$ cat src/rtl/lc3b_types.sv
// LC-3b opcode constants, data-memory FSM state type and opcode classifiers.
package lc3b_types;

    localparam logic [3:0] OP_LDB  = 4'h2;
    localparam logic [3:0] OP_STB  = 4'h3;
    localparam logic [3:0] OP_LDR  = 4'h6;
    localparam logic [3:0] OP_STR  = 4'h7;
    localparam logic [3:0] OP_LDI  = 4'hA;
    localparam logic [3:0] OP_STI  = 4'hB;
    localparam logic [3:0] OP_TRAP = 4'hF;

    typedef enum logic [1:0] {
        IDLE   = 2'd0,
        PTR    = 2'd1,
        ACCESS = 2'd2,
        DONE   = 2'd3
    } dmem_state_t;

    function automatic logic is_dmem_op(input logic [3:0] op);
        return (op == OP_LDR) || (op == OP_STR) || (op == OP_LDB) || (op == OP_STB) ||
               (op == OP_LDI) || (op == OP_STI) || (op == OP_TRAP);
    endfunction

    function automatic logic is_indirect(input logic [3:0] op);
        return (op == OP_LDI) || (op == OP_STI);
    endfunction

    function automatic logic is_store(input logic [3:0] op);
        return (op == OP_STR) || (op == OP_STB) || (op == OP_STI);
    endfunction

    function automatic logic is_byte_op(input logic [3:0] op);
        return (op == OP_LDB) || (op == OP_STB);
    endfunction

    function automatic logic is_load(input logic [3:0] op);
        return (op == OP_LDR) || (op == OP_LDB) || (op == OP_LDI) || (op == OP_TRAP);
    endfunction

endpackage

$ cat src/rtl/line_word_sel.sv
// Picks the addressed 16-bit word (or sign-extended byte) out of a cache line.
// Purely combinational; no latency, no flow control.
module line_word_sel #(
    parameter int LINE_WORDS = 8
) (
    input  logic [16*LINE_WORDS-1:0]      i_line,
    input  logic [$clog2(LINE_WORDS):0]   i_baddr,
    input  logic                          i_byte_mode,
    output logic [15:0]                   o_value
);
    localparam int IDX_W = $clog2(LINE_WORDS);

    logic [IDX_W-1:0] w_idx;
    logic [15:0]      w_word;
    logic [7:0]       w_byte;

    assign w_idx   = i_baddr[IDX_W:1];
    assign w_word  = i_line[16*w_idx +: 16];
    assign w_byte  = i_baddr[0] ? w_word[15:8] : w_word[7:0];
    assign o_value = i_byte_mode ? {{8{w_byte[7]}}, w_byte} : w_word;

endmodule

$ cat src/rtl/dmem_access_unit.sv
// MEM-stage data-port FSM: runs one LC-3b load/store/TRAP (LDI/STI via a pointer read) per request.
// Min 3 cycles accept->done, +1 per bus wait, +pointer phase; stalls pipeline until done. Option: DMEM_MISALIGN_CHK_EN.
module dmem_access_unit
    import lc3b_types::*;
#(
    parameter  int LINE_WORDS = 8,
    parameter  int ADDR_W     = 16,
    localparam int LINE_BITS  = 16*LINE_WORDS,
    localparam int LINE_BYTES = 2*LINE_WORDS
) (
    input  logic                  clk,
    input  logic                  rst_n,
    input  logic                  req_valid,
    input  logic [3:0]            opcode,
    input  logic [ADDR_W-1:0]     addr,
    input  logic [15:0]           wdata,
    input  logic [LINE_BITS-1:0]  dmem_rdata,
    input  logic                  dmem_resp,
    output logic [ADDR_W-1:0]     dmem_address,
    output logic [LINE_BITS-1:0]  dmem_wdata,
    output logic                  dmem_cyc,
    output logic                  dmem_stb,
    output logic                  dmem_write,
    output logic [LINE_BYTES-1:0] dmem_byte_enable,
    output logic [15:0]           rdata_out,
    output logic                  done,
    output logic                  stall
`ifdef DMEM_MISALIGN_CHK_EN
    ,
    output logic                  misalign_err
`endif
);
    localparam int BO_W = $clog2(LINE_BYTES);

    dmem_state_t           r_state;
    logic [3:0]            r_op;
    logic [BO_W-1:0]       r_boff;
    logic [15:0]           r_wdata;
    logic                  r_mis;
    logic                  r_cyc;
    logic                  r_write;
    logic                  r_done;
    logic [ADDR_W-1:0]     r_bus_addr;
    logic [LINE_BITS-1:0]  r_bus_wdata;
    logic [LINE_BYTES-1:0] r_be;
    logic [15:0]           r_rdata;

    logic                  w_req;
    logic [15:0]           w_sel;
    logic [3:0]            w_l_op;
    logic [ADDR_W-1:0]     w_l_addr;
    logic [15:0]           w_l_wd;
    logic                  w_l_ptr;
    logic                  w_l_write;
    logic                  w_l_byte;
    logic                  w_l_go;
    logic [ADDR_W-1:0]     w_l_bus_addr;
    logic [LINE_BYTES-1:0] w_l_be;
    logic [LINE_BITS-1:0]  w_l_wdata;

    assign w_req = req_valid && is_dmem_op(opcode);
    assign stall = w_req && !r_done;

    // Pointer phase reuses the word extractor; only LDB ever selects byte mode.
    line_word_sel #(.LINE_WORDS(LINE_WORDS)) u_sel (
        .i_line      (dmem_rdata),
        .i_baddr     (r_boff),
        .i_byte_mode (r_op == OP_LDB),
        .o_value     (w_sel)
    );

    // Bus setup for the next phase: from the new request in IDLE, from the fetched pointer in PTR.
    always_comb begin
        w_l_op   = opcode;
        w_l_addr = addr;
        w_l_wd   = wdata;
        w_l_ptr  = is_indirect(opcode);
        if (r_state == PTR) begin
            w_l_op   = r_op;
            w_l_addr = ADDR_W'(w_sel);
            w_l_wd   = r_wdata;
            w_l_ptr  = 1'b0;
        end
        w_l_write    = !w_l_ptr && is_store(w_l_op);
        w_l_byte     = !w_l_ptr && is_byte_op(w_l_op);
        w_l_bus_addr = w_l_byte ? w_l_addr : {w_l_addr[ADDR_W-1:1], 1'b0};
        w_l_be       = '1;
        if (w_l_write) begin
            w_l_be = w_l_byte ? (LINE_BYTES'(1) << w_l_addr[BO_W-1:0])
                              : (LINE_BYTES'(3) << {w_l_addr[BO_W-1:1], 1'b0});
        end
        w_l_wdata = (w_l_op == OP_STB) ? {LINE_BYTES{w_l_wd[7:0]}} : {LINE_WORDS{w_l_wd}};
`ifdef DMEM_MISALIGN_CHK_EN
        w_l_go = w_l_byte || !w_l_addr[0];
`else
        w_l_go = 1'b1;
`endif
    end

`ifdef DMEM_MISALIGN_CHK_EN
    logic r_misalign_err;
    assign misalign_err = r_misalign_err;
`endif

    always_ff @(posedge clk or negedge rst_n) begin
        if (!rst_n) begin
            r_state     <= IDLE;
            r_op        <= '0;
            r_boff      <= '0;
            r_wdata     <= '0;
            r_mis       <= 1'b0;
            r_cyc       <= 1'b0;
            r_write     <= 1'b0;
            r_done      <= 1'b0;
            r_bus_addr  <= '0;
            r_bus_wdata <= '0;
            r_be        <= '0;
            r_rdata     <= '0;
`ifdef DMEM_MISALIGN_CHK_EN
            r_misalign_err <= 1'b0;
`endif
        end else begin
            case (r_state)
                IDLE: if (w_req) begin
                    r_op        <= opcode;
                    r_boff      <= addr[BO_W-1:0];
                    r_wdata     <= wdata;
                    r_state     <= (w_l_ptr && w_l_go) ? PTR : ACCESS;
                    r_cyc       <= w_l_go;
                    r_write     <= w_l_go && w_l_write;
                    r_be        <= w_l_go ? w_l_be : '0;
                    r_bus_addr  <= w_l_bus_addr;
                    r_bus_wdata <= w_l_wdata;
                    r_mis       <= !w_l_go;
                end
                PTR: if (dmem_resp) begin
                    r_boff      <= w_l_addr[BO_W-1:0];
                    r_state     <= ACCESS;
                    r_cyc       <= w_l_go;
                    r_write     <= w_l_go && w_l_write;
                    r_be        <= w_l_go ? w_l_be : '0;
                    r_bus_addr  <= w_l_bus_addr;
                    r_bus_wdata <= w_l_wdata;
                    r_mis       <= !w_l_go;
                end
                ACCESS: if (r_mis || dmem_resp) begin
                    r_cyc   <= 1'b0;
                    r_write <= 1'b0;
                    r_be    <= '0;
                    r_done  <= 1'b1;
                    r_state <= DONE;
                    if (!r_mis && is_load(r_op)) r_rdata <= w_sel;
`ifdef DMEM_MISALIGN_CHK_EN
                    r_misalign_err <= r_mis;
`endif
                end
                DONE: begin
                    r_done  <= 1'b0;
                    r_mis   <= 1'b0;
                    r_state <= IDLE;
`ifdef DMEM_MISALIGN_CHK_EN
                    r_misalign_err <= 1'b0;
`endif
                end
                default: r_state <= IDLE;
            endcase
        end
    end

    assign dmem_address     = r_bus_addr;
    assign dmem_wdata       = r_bus_wdata;
    assign dmem_cyc         = r_cyc;
    assign dmem_stb         = r_cyc;
    assign dmem_write       = r_write;
    assign dmem_byte_enable = r_be;
    assign rdata_out        = r_rdata;
    assign done             = r_done;

endmodule

$ cat config.mk
export PLATFORM = sky130hd
export DESIGN_NAME = dmem_access_unit
export DESIGN_NICKNAME = d
export VERILOG_FILES = /design/src/rtl/lc3b_types.sv /design/src/rtl/line_word_sel.sv /design/src/rtl/dmem_access_unit.sv
export SDC_FILE = /design/constraint.sdc
export NUM_CORES = 1
export LEC_CHECK = 0
export ABC_AREA = 0
export CAP_MARGIN = 20
export CORE_AREA = 2 2 136 138
export DETAILED_ROUTE_END_ITERATION = 12
export DIE_AREA = 0 0 138 140
export HOLD_SLACK_MARGIN = 0.1
export PLACE_DENSITY = 0.84
export SLEW_MARGIN = 5
export SYNTH_ARGS = -nofsm -noshare
export SYNTH_HDL_FRONTEND = slang
export SYNTH_SLANG_ARGS = --single-unit
$ cat constraint.sdc
create_clock -name clk -period 2.3 [get_ports clk]
set_input_delay 0.46 -clock clk [delete_from_list [all_inputs] [get_ports clk]]
set_output_delay 0.46 -clock clk [all_outputs]
set_load 0.02 [all_outputs]
## After elaboration in Yosys (flattened, before gate mapping)

Cells that the tools add are included.

- Register bits: 206
- Input port bits: 168
- Word-level logic and storage cells: 110

- Eq/ne operators: 21
- Shift-type cells: 3
- Multiplexer cells: 40
- Reduce and logical (&&, ||, !) cells: 34

Operators with widths:

| kind | number |
|---|---|
| 128-bit two-way mux | 3 |
| 128-bit case mux with 2 select lines | 1 |
| 16-bit two-way mux | 10 |
| 128-bit by 8-bit indexed part select with 16-bit output | 1 |
| 16-bit case mux with 3 select lines | 1 |
| 16-bit case mux with 2 select lines | 1 |
| 4-bit equality test (second input constant) | 6 |
| 4-bit by 2-bit equality test with 1-bit output (second input constant) | 5 |
| 4-bit by 3-bit equality test with 1-bit output (second input constant) | 4 |
| 1-bit by 4-bit << shifter with 16-bit output (first input constant) | 1 |
| 2-bit by 4-bit << shifter with 16-bit output (first input constant) | 1 |
| 1-bit logical OR | 14 |
| 4-bit two-way mux | 3 |
| 3-bit AND reduction | 4 |
| 1-bit two-way mux | 10 |
| 1-bit case mux with 3 select lines | 3 |
| 2-bit two-way mux | 4 |
| 8-bit two-way mux | 1 |
| 2-bit case mux with 4 select lines | 1 |
| 4-bit case mux with 2 select lines | 1 |
| 2-bit != test (second input constant) | 3 |
| 3-bit nonzero test | 2 |
| 1-bit logical AND | 5 |
| 2-bit equality test (second input constant) | 2 |
| 7 further kinds | 11 |

## Depth between registers and ports, before layout

Gate-level depths: netlist (run 1).

- Word-level depth: 10
- Gate-level depth with buffers: 10
- Depth with buffers taken out: 8

## Cells and area by module

A second synthesis (run 1) with hierarchy kept.

- Cells, all modules: 509
- Area total of the unflattened synthesis: 6266.0 sq um

Modules (own cells, without submodules):

| module | times used | cells an instance | area an instance (sq um) |
|---|---|---|---|
| dmem_access_unit | 1 | 409 | 5069.9 |
| line_word_sel | 1 | 100 | 1196.1 |

## Worst setup path after synthesis (run 1)

OpenSTA, ideal clock, no wires.

- Path type: register -> register
- Start: register r_state[1]
- End: register r_bus_wdata[111], in the netlist dmem_wdata[111]
- Setup time: 0.117 ns
- Data arrival time: 2.171 ns
- Required time: 2.183 ns
- Setup slack: 0.012 ns
- Cell stages (with the launch flop): 11
- Path buffers: 3
- Cell sequence: dfrtp_1 inv_1 ha_1 buf_2 buf_4 buf_2 nor3_1 o21ai_1 mux4_2 nand2_1 nand2_1

- Cells in the longest elaborated chain, start to end: 6

RTL lines:

| element | line | source |
|---|---|---|
| from (decl) | dmem_access_unit.sv:35 | `dmem_state_t r_state;` |
| from (signal assigned) | dmem_access_unit.sv:128 | `r_state <= (w_l_ptr && w_l_go) ? PTR : ACCESS;` |
| 2-bit by 1-bit equality test with 1-bit output | dmem_access_unit.sv:78, dmem_access_unit.sv:123 |  |
| 4-bit two-way mux | dmem_access_unit.sv:78 | `if (r_state == PTR) begin` |
| 4-bit by 2-bit equality test with 1-bit output | dmem_access_unit.sv:92 | `w_l_wdata = (w_l_op == OP_STB) ? {LINE_BYTES{w_l_wd[7:0]}} : {LINE_WORDS{w_l_wd}};` |
| 128-bit two-way mux | dmem_access_unit.sv:92 |  |
| 128-bit two-way mux (on tied branches) | dmem_access_unit.sv:136, dmem_access_unit.sv:124 |  |
| 128-bit case mux with 2 select lines | dmem_access_unit.sv:123 | `case (r_state)` |
| to (signal assigned) | dmem_access_unit.sv:133 | `r_bus_wdata <= w_l_wdata;` |
| to (signal assigned) | dmem_access_unit.sv:143 | `r_bus_wdata <= w_l_wdata;` |
| to (decl) | dmem_access_unit.sv:44 | `logic [LINE_BITS-1:0] r_bus_wdata;` |

Parallel ways exist; a longest one is shown, timed or not. The select of a mux whose other input is x is not followed.
A chain may end at the register's enable or synchronous reset.

## Worst setup path in the final report (run 1)

- Start: register r_boff[1]
- End: register r_be[14], in the netlist dmem_byte_enable[14]

- Cells in the longest elaborated chain, start to end: 9

RTL lines:

| element | line | source |
|---|---|---|
| from (decl) | dmem_access_unit.sv:37 | `logic [BO_W-1:0] r_boff;` |
| from (signal assigned) | dmem_access_unit.sv:126 | `r_boff <= addr[BO_W-1:0];` |
| from (signal assigned) | dmem_access_unit.sv:137 | `r_boff <= w_l_addr[BO_W-1:0];` |
| 128-bit by 8-bit indexed part select with 16-bit output * | line_word_sel.sv:18 | `assign w_word = i_line[16*w_idx +: 16];` |
| 8-bit two-way mux | line_word_sel.sv:19 | `assign w_byte = i_baddr[0] ? w_word[15:8] : w_word[7:0];` |
| 16-bit two-way mux * | line_word_sel.sv:20 | `assign o_value = i_byte_mode ? {{8{w_byte[7]}}, w_byte} : w_word;` |
| 16-bit two-way mux * | dmem_access_unit.sv:78 |  |
| 2-bit by 4-bit << shifter with 16-bit output or 1-bit by 4-bit << shifter with 16-bit output (tied branches) | dmem_access_unit.sv:90, dmem_access_unit.sv:89 |  |
| 16-bit two-way mux * | dmem_access_unit.sv:89 | `w_l_be = w_l_byte ? (LINE_BYTES'(1) << w_l_addr[BO_W-1:0])` |
| 16-bit two-way mux * | dmem_access_unit.sv:88 | `if (w_l_write) begin` |
| 16-bit two-way mux (on tied branches) | dmem_access_unit.sv:136, dmem_access_unit.sv:124 |  |
| 16-bit case mux with 3 select lines * | dmem_access_unit.sv:123 |  |
| to (signal assigned) | dmem_access_unit.sv:131 | `r_be <= w_l_go ? w_l_be : '0;` |
| to (signal assigned) | dmem_access_unit.sv:141 | `r_be <= w_l_go ? w_l_be : '0;` |
| to (decl) | dmem_access_unit.sv:45 | `logic [LINE_BYTES-1:0] r_be;` |

Mark *: on every way between the ends. The rest lies on a longest branch, timed or not. The select of a mux whose other input is x is not followed.

==> impl_results.md, run 1 <==
- Num rows: 49
- Worst Path Arrival: 2470 ps
- Fin. Hold Viols: 0
- Crit path time final: 2240 ps
- Final Util: 0.566
- CP Launch Type: flip-flop
- Min Hold Slack: 119 ps
- Largest net degree at the start of global routing: 44
- Delay-heaviest family, CP: compound AO/OA/AOI/OAI gates
- Register area share after synthesis: 0.359
- Area contributors post-synth: dfrtp_1 36%, buf_4 14%, mux4_2 10%, mux2i_1 7.5%, mux2_2 5.0%
- Prevailing post-synth register cell: dfrtp_1
- Residual DRC: 0
- DIE AREA: 19300 um2
- Setup TNS: 0 ps
- Top cell type's share of synthesized area: 0.359
- Total Routed Length: 20.3 mm
- Mean Syn Cell Area: 10.4 um2
- Slowest CP cell: dfrtp_2
- Die Wd: 138 um
- Initial core utilization: 0.353
- Multi-input logic area: 3060 um2
- Post-Syn Area: 6270 um2
- Setup CP Type: reg2reg
- NumNets Final: 1054
- FFs w/ async S/R, synth: 1.00
- Adder-Cell Fraction of Synth Area: 0.00798
- Power Density: 1520 nW/um2
- # setup viols final: 0
- CP bufs+invs: 3
- Post-synthesis mux area share: 0.228
- R2R Setup Slk: 60 ps
- Commonest cells post-synth: 117 x buf_4, 90 x dfrtp_1, 67 x nand2_1
- Largest family of logic cells by synthesized area: multiplexers
- Leading area contributor after synthesis: dfrtp_1
- Worst R2R Start: r_boff[1]
- CTS Sinks: 90
- Tcrit/Tclk final: 0.976
- CP peak stage delay: 450 ps
- LEAKAGE: 4.06 nW
- Hold_buf cts: 0
- Via count: 5535
- Type of the worst min-delay path: in2async
- Ant. Diodes: 0
- Final HPWL DP: 16.2 mm
- I/O Buffers: 348
- Fmax: 446 MHz
- GRT Total Usage: 0.204
- Status: complete, no violations
- Area growth, synth to finish: 60.5%
- CTS Buffer Depth: 2
- Die Y: 140 um
- Initial DRC count: 380
- Flops & latches, synth: 90
- Slew margin rel.: 0.608
- Clk pin slew, worst setup/hold paths: 70 ps
- Later-pin clock latency in the skew report: 340 ps
- Fraction of layout instances using a drive strength above 1: 0.201
- Count of pins over their slew limit: 0
- Simple-Gate Fraction of Synth Area: 0.109
- Critical path fanouts, max: 9
- First-pass GRT wire length: 31.3 mm
- Cts bufs inserted: 9
- CP most frequent cell: buf_4
- Average wire per standard cell: 18.2 um
- Critical Path End Type: flip-flop
- Final ANT Viol Nets: 0
- Register Area: 2250 um2
- Worst EP required: 2520 ps
- Post-Synthesis Cells: 602
- EDFF count, synth: 0
- Placed Instances: 1086
- H-tree depth: 3
- Maximum vdd ir drop: 0.000892 V
- Initial antenna violation count: 0
- Clock skew: 7.38 ps
- Routed vias/inst: 4.96
- CTS tree: done
- Vias in the first global route: 5651
- Worst-Margin Slew: 588 ps
- Most common cell in the netlist: buf_4
- Core Area: 17800 um2
- Final Non-Filler Cells: 1116
- Synth Area in XOR/XNOR: 0.00140
- RSZ-0062 raised after global routing: yes
- Residual overflow from global routing: 0
- Max cap viols: 0
- Compound-cell area share of the yosys netlist: 0.120
- Syn Nets: 774
- Worst Setup SP: r_boff[1]
- Root Driver: clkbuf_16
- IO Count: 349
- Placer Congestion: 0.827
- Syn. warnings: 0
- Distinct cells, synth: 61
- First-pass DRT Iterations: 4
- CP cell instances: buf_12 -> mux2_2 -> o22ai_2 -> a221oi_2 -> o221ai_2 -> buf_4 -> a21oi_1 -> buf_4 -> a221o_1
- Fill cells: 1529
==> power by group <==
part | total (mW) | leakage, nW | switching (mW) | internal (mW)
clock network | 1.53 | 0.142 | 0.651 | 0.879
registers | 3.16 | 1.08 | 0.781 | 2.38
logic | 10.6 | 2.84 | 5.22 | 5.40
total | 15.3 | 4.06 | 6.65 | 8.66
==> per-stage QoR <==
step | cell area [um2] | worst slack [ps] | power, mW
after floorplan | 6270 | 12.3 | 9.80
after global placement | 9480 | -208 | 13.1
after detailed placement | 9480 | -251 | 13.3
after CTS | 9850 | -24.5 | 15.0
after global routing | 10100 | -58.0 | 16.2
final | 10100 | 56.3 | 15.3
==> flip-flops by register name, indices dropped and copies added, names as in the netlist <==
name	count
dmem_byte_enable	16
dmem_wdata	16
r_wdata	16
rdata_out	16
dmem_address	13
r_boff	4
r_op	4
r_state	2
dmem_cyc	1
dmem_write	1
done	1
==> final timing paths <==
| path | to | cells past startpoint |
|---|---|---|
| max in group asynchronous | rdata_out[7] | 2 |
| worst max register to register | dmem_byte_enable[14] | 9 |
| worst min-delay path | r_wdata[1] | 1 |
| min in group clk | dmem_address[8] | 2 |
| worst max-delay path | dmem_byte_enable[14] | 9 |
| worst min register to register | dmem_address[8] | 2 |
==> cells by family (layout without fill, tap and decap cells) <==
family / Yosys count / after routing
multiplexers: 104 / 104
adder cells (fa/ha/maj): 4 / 4
flip-flops: 90 / 90
XOR/XNOR: 1 / 1
buffers and inverters: 156 / 441
AND/OR/NAND/NOR: 140 / 140
AO/OA/AOI/OAI: 107 / 107
==> timing repair <==
| item | in CTS | in global routing |
|---|---|---|
| endpoints found under the setup margin | 11 | 24 |
| setup buffers | 1 | 12 |
| gates resized for setup | 5 | 24 |
| cloned | 1 | 0 |
| endpoints found under the hold margin | 0 | 0 |
| pin swaps | 2 | 10 |
==> placed cells by master, fill, tap and decap left out, types with 3 or more instances in the layout <==
cell type        instances
mux2_2                  28
nor3b_1                  4
nor2_1                  22
clkbuf_16                9
mux2i_1                 46
nor2b_1                  8
a221o_1                 17
and2_1                   7
buf_12                   8
ha_1                     3
nand3_1                  9
a21oi_1                 21
o21ai_0                 27
o221ai_2                 3
nand2_1                 64
a211oi_1                 3
dfrtp_1                 89
o21ai_1                  5
mux4_2                  28
o22ai_1                  3
inv_1                    8
clkdlybuf4s50_1        346
nand2b_1                 5
buf_4                   60
==> area by class of cell <==
type | instances | area share
inverters | 8 | 0.00298
clock inverters | 5 | 0.00621
well taps | 229 | 0.0285
clock buffers | 11 | 0.0241
multi-input cells | 356 | 0.304
flip-flops and latches | 90 | 0.224
repair buffers | 417 | 0.410
==> worst reg2reg max path, stage by stage (launching register included) <==
cell and delay [ps]:
dfrtp_2 450, buf_12 160, mux2_2 350, o22ai_2 180, a221oi_2 80, o221ai_2 250
buf_4 170, a21oi_1 40, buf_4 150, a221o_1 310
==> per-layer routing <==
| metal | GRT usage | share of wire | up-vias |
|---|---|---|---|
| met1 | 0.228 | 0.37 | 2651 |
| met4 | 0.0618 | 0.021 | 0 |
| met2 | 0.389 | 0.55 | 261 |
| met5 | 0 | 0 | - |
| li1 | - | - | 2603 |
| met3 | 0.0417 | 0.057 | 20 |
Note: power is estimated with default switching activity, not from simulation.
==> run 2: changes to the inputs <==
--- a/config.mk
+++ b/config.mk
@@ -12,6 +12,7 @@
 export DIE_AREA = 0 0 138 140
 export HOLD_SLACK_MARGIN = 0.1
 export PLACE_DENSITY = 0.84
+export SKIP_CTS_REPAIR_TIMING = 1
 export SLEW_MARGIN = 5
 export SYNTH_ARGS = -nofsm -noshare
 export SYNTH_HDL_FRONTEND = slang
==> run 2 against run 1 <==
Flip-flop and latch count did not move. Critical path type unchanged. Largest cell class unchanged. Sequential power is essentially flat. Die area unchanged. First-iteration DRC count up 13%. Critical path depth shrank 1. Maximum frequency is 1.6% lower.
==> impl_results.md, run 2 (same netlist as run 1, synthesis figures left out) <==
- Status: complete, no violations
- CTS Sinks: 90
- Total Routed Length: 20.3 mm
- Worst Reg2Reg Path Length in Cells: 8
- Type of the worst min-delay path: in2async
- RSZ-0062 raised after global routing: yes
- Placed inst area: 9480 um2
- Min Hold Slack: 113 ps
- Worst R2R Start: r_boff[2]
- Die Wd: 138 um
- DIE AREA: 19300 um2
- Fin. Hold Viols: 0
- Routed vias/inst: 4.94
- Area growth, synth to finish: 60.6%
- Placer Congestion: 0.827
- First-pass DRT Iterations: 4
- Num rows: 49
- Cts bufs inserted: 9
- Residual overflow from global routing: 0
- Root Driver: clkbuf_16
- Initial DRC count: 428
- Count of pins over their slew limit: 0
- Dpl ws: -251 ps
- LEAKAGE: 4.08 nW
- Die Y: 140 um
- Reg-to-reg endpoint: dmem_byte_enable[4]
- GRT Total Usage: 0.202
- Clock skew: 7.24 ps
- Tcrit/Tclk final: 0.992
- Setup CP Type: reg2reg
- IO Count: 349
- NumNets Final: 1056
- Worst Path Arrival: 2500 ps
- Critical Path End Type: flip-flop
- Core Area: 17800 um2
- Critical path fanouts, max: 9
- Power Density: 1520 nW/um2
- Worst setup margin: 18.9 ps
- Final ANT Viol Nets: 0
- # setup viols final: 0
- Fmax: 438 MHz
- Max cap viols: 0
- Later-pin clock latency in the skew report: 340 ps
- Leading cell types in the layout, fill and taps excluded: 346 x clkdlybuf4s50_1, 88 x dfrtp_1, 65 x nand2_1, 63 x buf_4, 47 x mux2i_1
- Slew margin rel.: 0.610
- Final HPWL DP: 16.2 mm
- Worst EP required: 2520 ps
- Finished Cell Area: 10100 um2
- Residual DRC: 0
- I/O Buffers: 348
- Initial antenna violation count: 1
- Commonest non-fill, non-tap cell in the layout: clkdlybuf4s50_1
- R2R Setup Slk: 20 ps
- Vias in the first global route: 5638
- Fraction of layout instances using a drive strength above 1: 0.201
- Worst-Margin Slew: 585 ps
- Average wire per standard cell: 18.1 um
- Crit path time final: 2280 ps
- CTS Buffer Depth: 2
- Maximum vdd ir drop: 0.000892 V
- Largest net degree at the start of global routing: 44
- First-pass GRT wire length: 31.1 mm
- Clk pin slew, worst setup/hold paths: 70 ps
- Initial core utilization: 0.353
- CP Launch Type: flip-flop
- CTS tree: done
- Via count: 5525
- H-tree depth: 3
-- run 2: report_power, final --
group	leakage [nW]	total, mW	internal, mW	switching [mW]
clock network	0.142	1.53	0.879	0.655
registers	1.08	3.17	2.38	0.787
logic	2.86	10.6	5.38	5.22
total	4.08	15.3	8.64	6.66
-- run 2: area by class of cell --
class                           count  area (um2)
Fill cell                        1535        7700
Timing Repair Buffer              419        4130
Multi-Input combinational cell    356        3060
Sequential cell                    90        2250
Tap cell                          229         287
Clock buffer                       11         243
Clock inverter                      5        62.6
Inverter                            8        30.0
Antenna cell                        1        2.50
-- run 2: worst max path at each step --
| stage | start | slack (ps) | end |
|---|---|---|---|
| CTS | r_boff[2] | -90 | dmem_address[11] |
| global route | r_boff[2] | -40 | dmem_byte_enable[14] |
| detailed placement | dmem_rdata[127] | -250 | dmem_address[11] |
| global placement | dmem_rdata[82] | -210 | dmem_byte_enable[9] |
| finish | r_boff[2] | 20 | dmem_byte_enable[4] |
| floorplan | r_state[1] | 10 | dmem_wdata[111] |
-- run 2: metal layers --
metal  vias up  track usage  routed length, um
met5         -            0                  0
met2       258        0.384              11100
met1      2641        0.227               7490
met4         0       0.0618                445
met3        22       0.0417               1230
li1       2604            -                  -
-- run 2: through the flow --
step                power, mW  TNS (ps)  utilization  std cells
CTS                      14.9      -314        0.550       1102
global placement         13.1     -3620        0.533       1086
detailed placement       13.3     -4710        0.533       1086
floorplan                9.80         0            -        602
global route             16.2      -239        0.567       1119
finish                   15.3         0        0.567       1119
-- run 2: critical path, cell delays in order, from the launching register on --
cell      delay, ps
dfrtp_2         470
buf_12          170
buf_4           130
mux2i_1         110
mux4_2          470
nand3_1         120
o221ai_2        130
a21boi_2        210
a221o_1         350
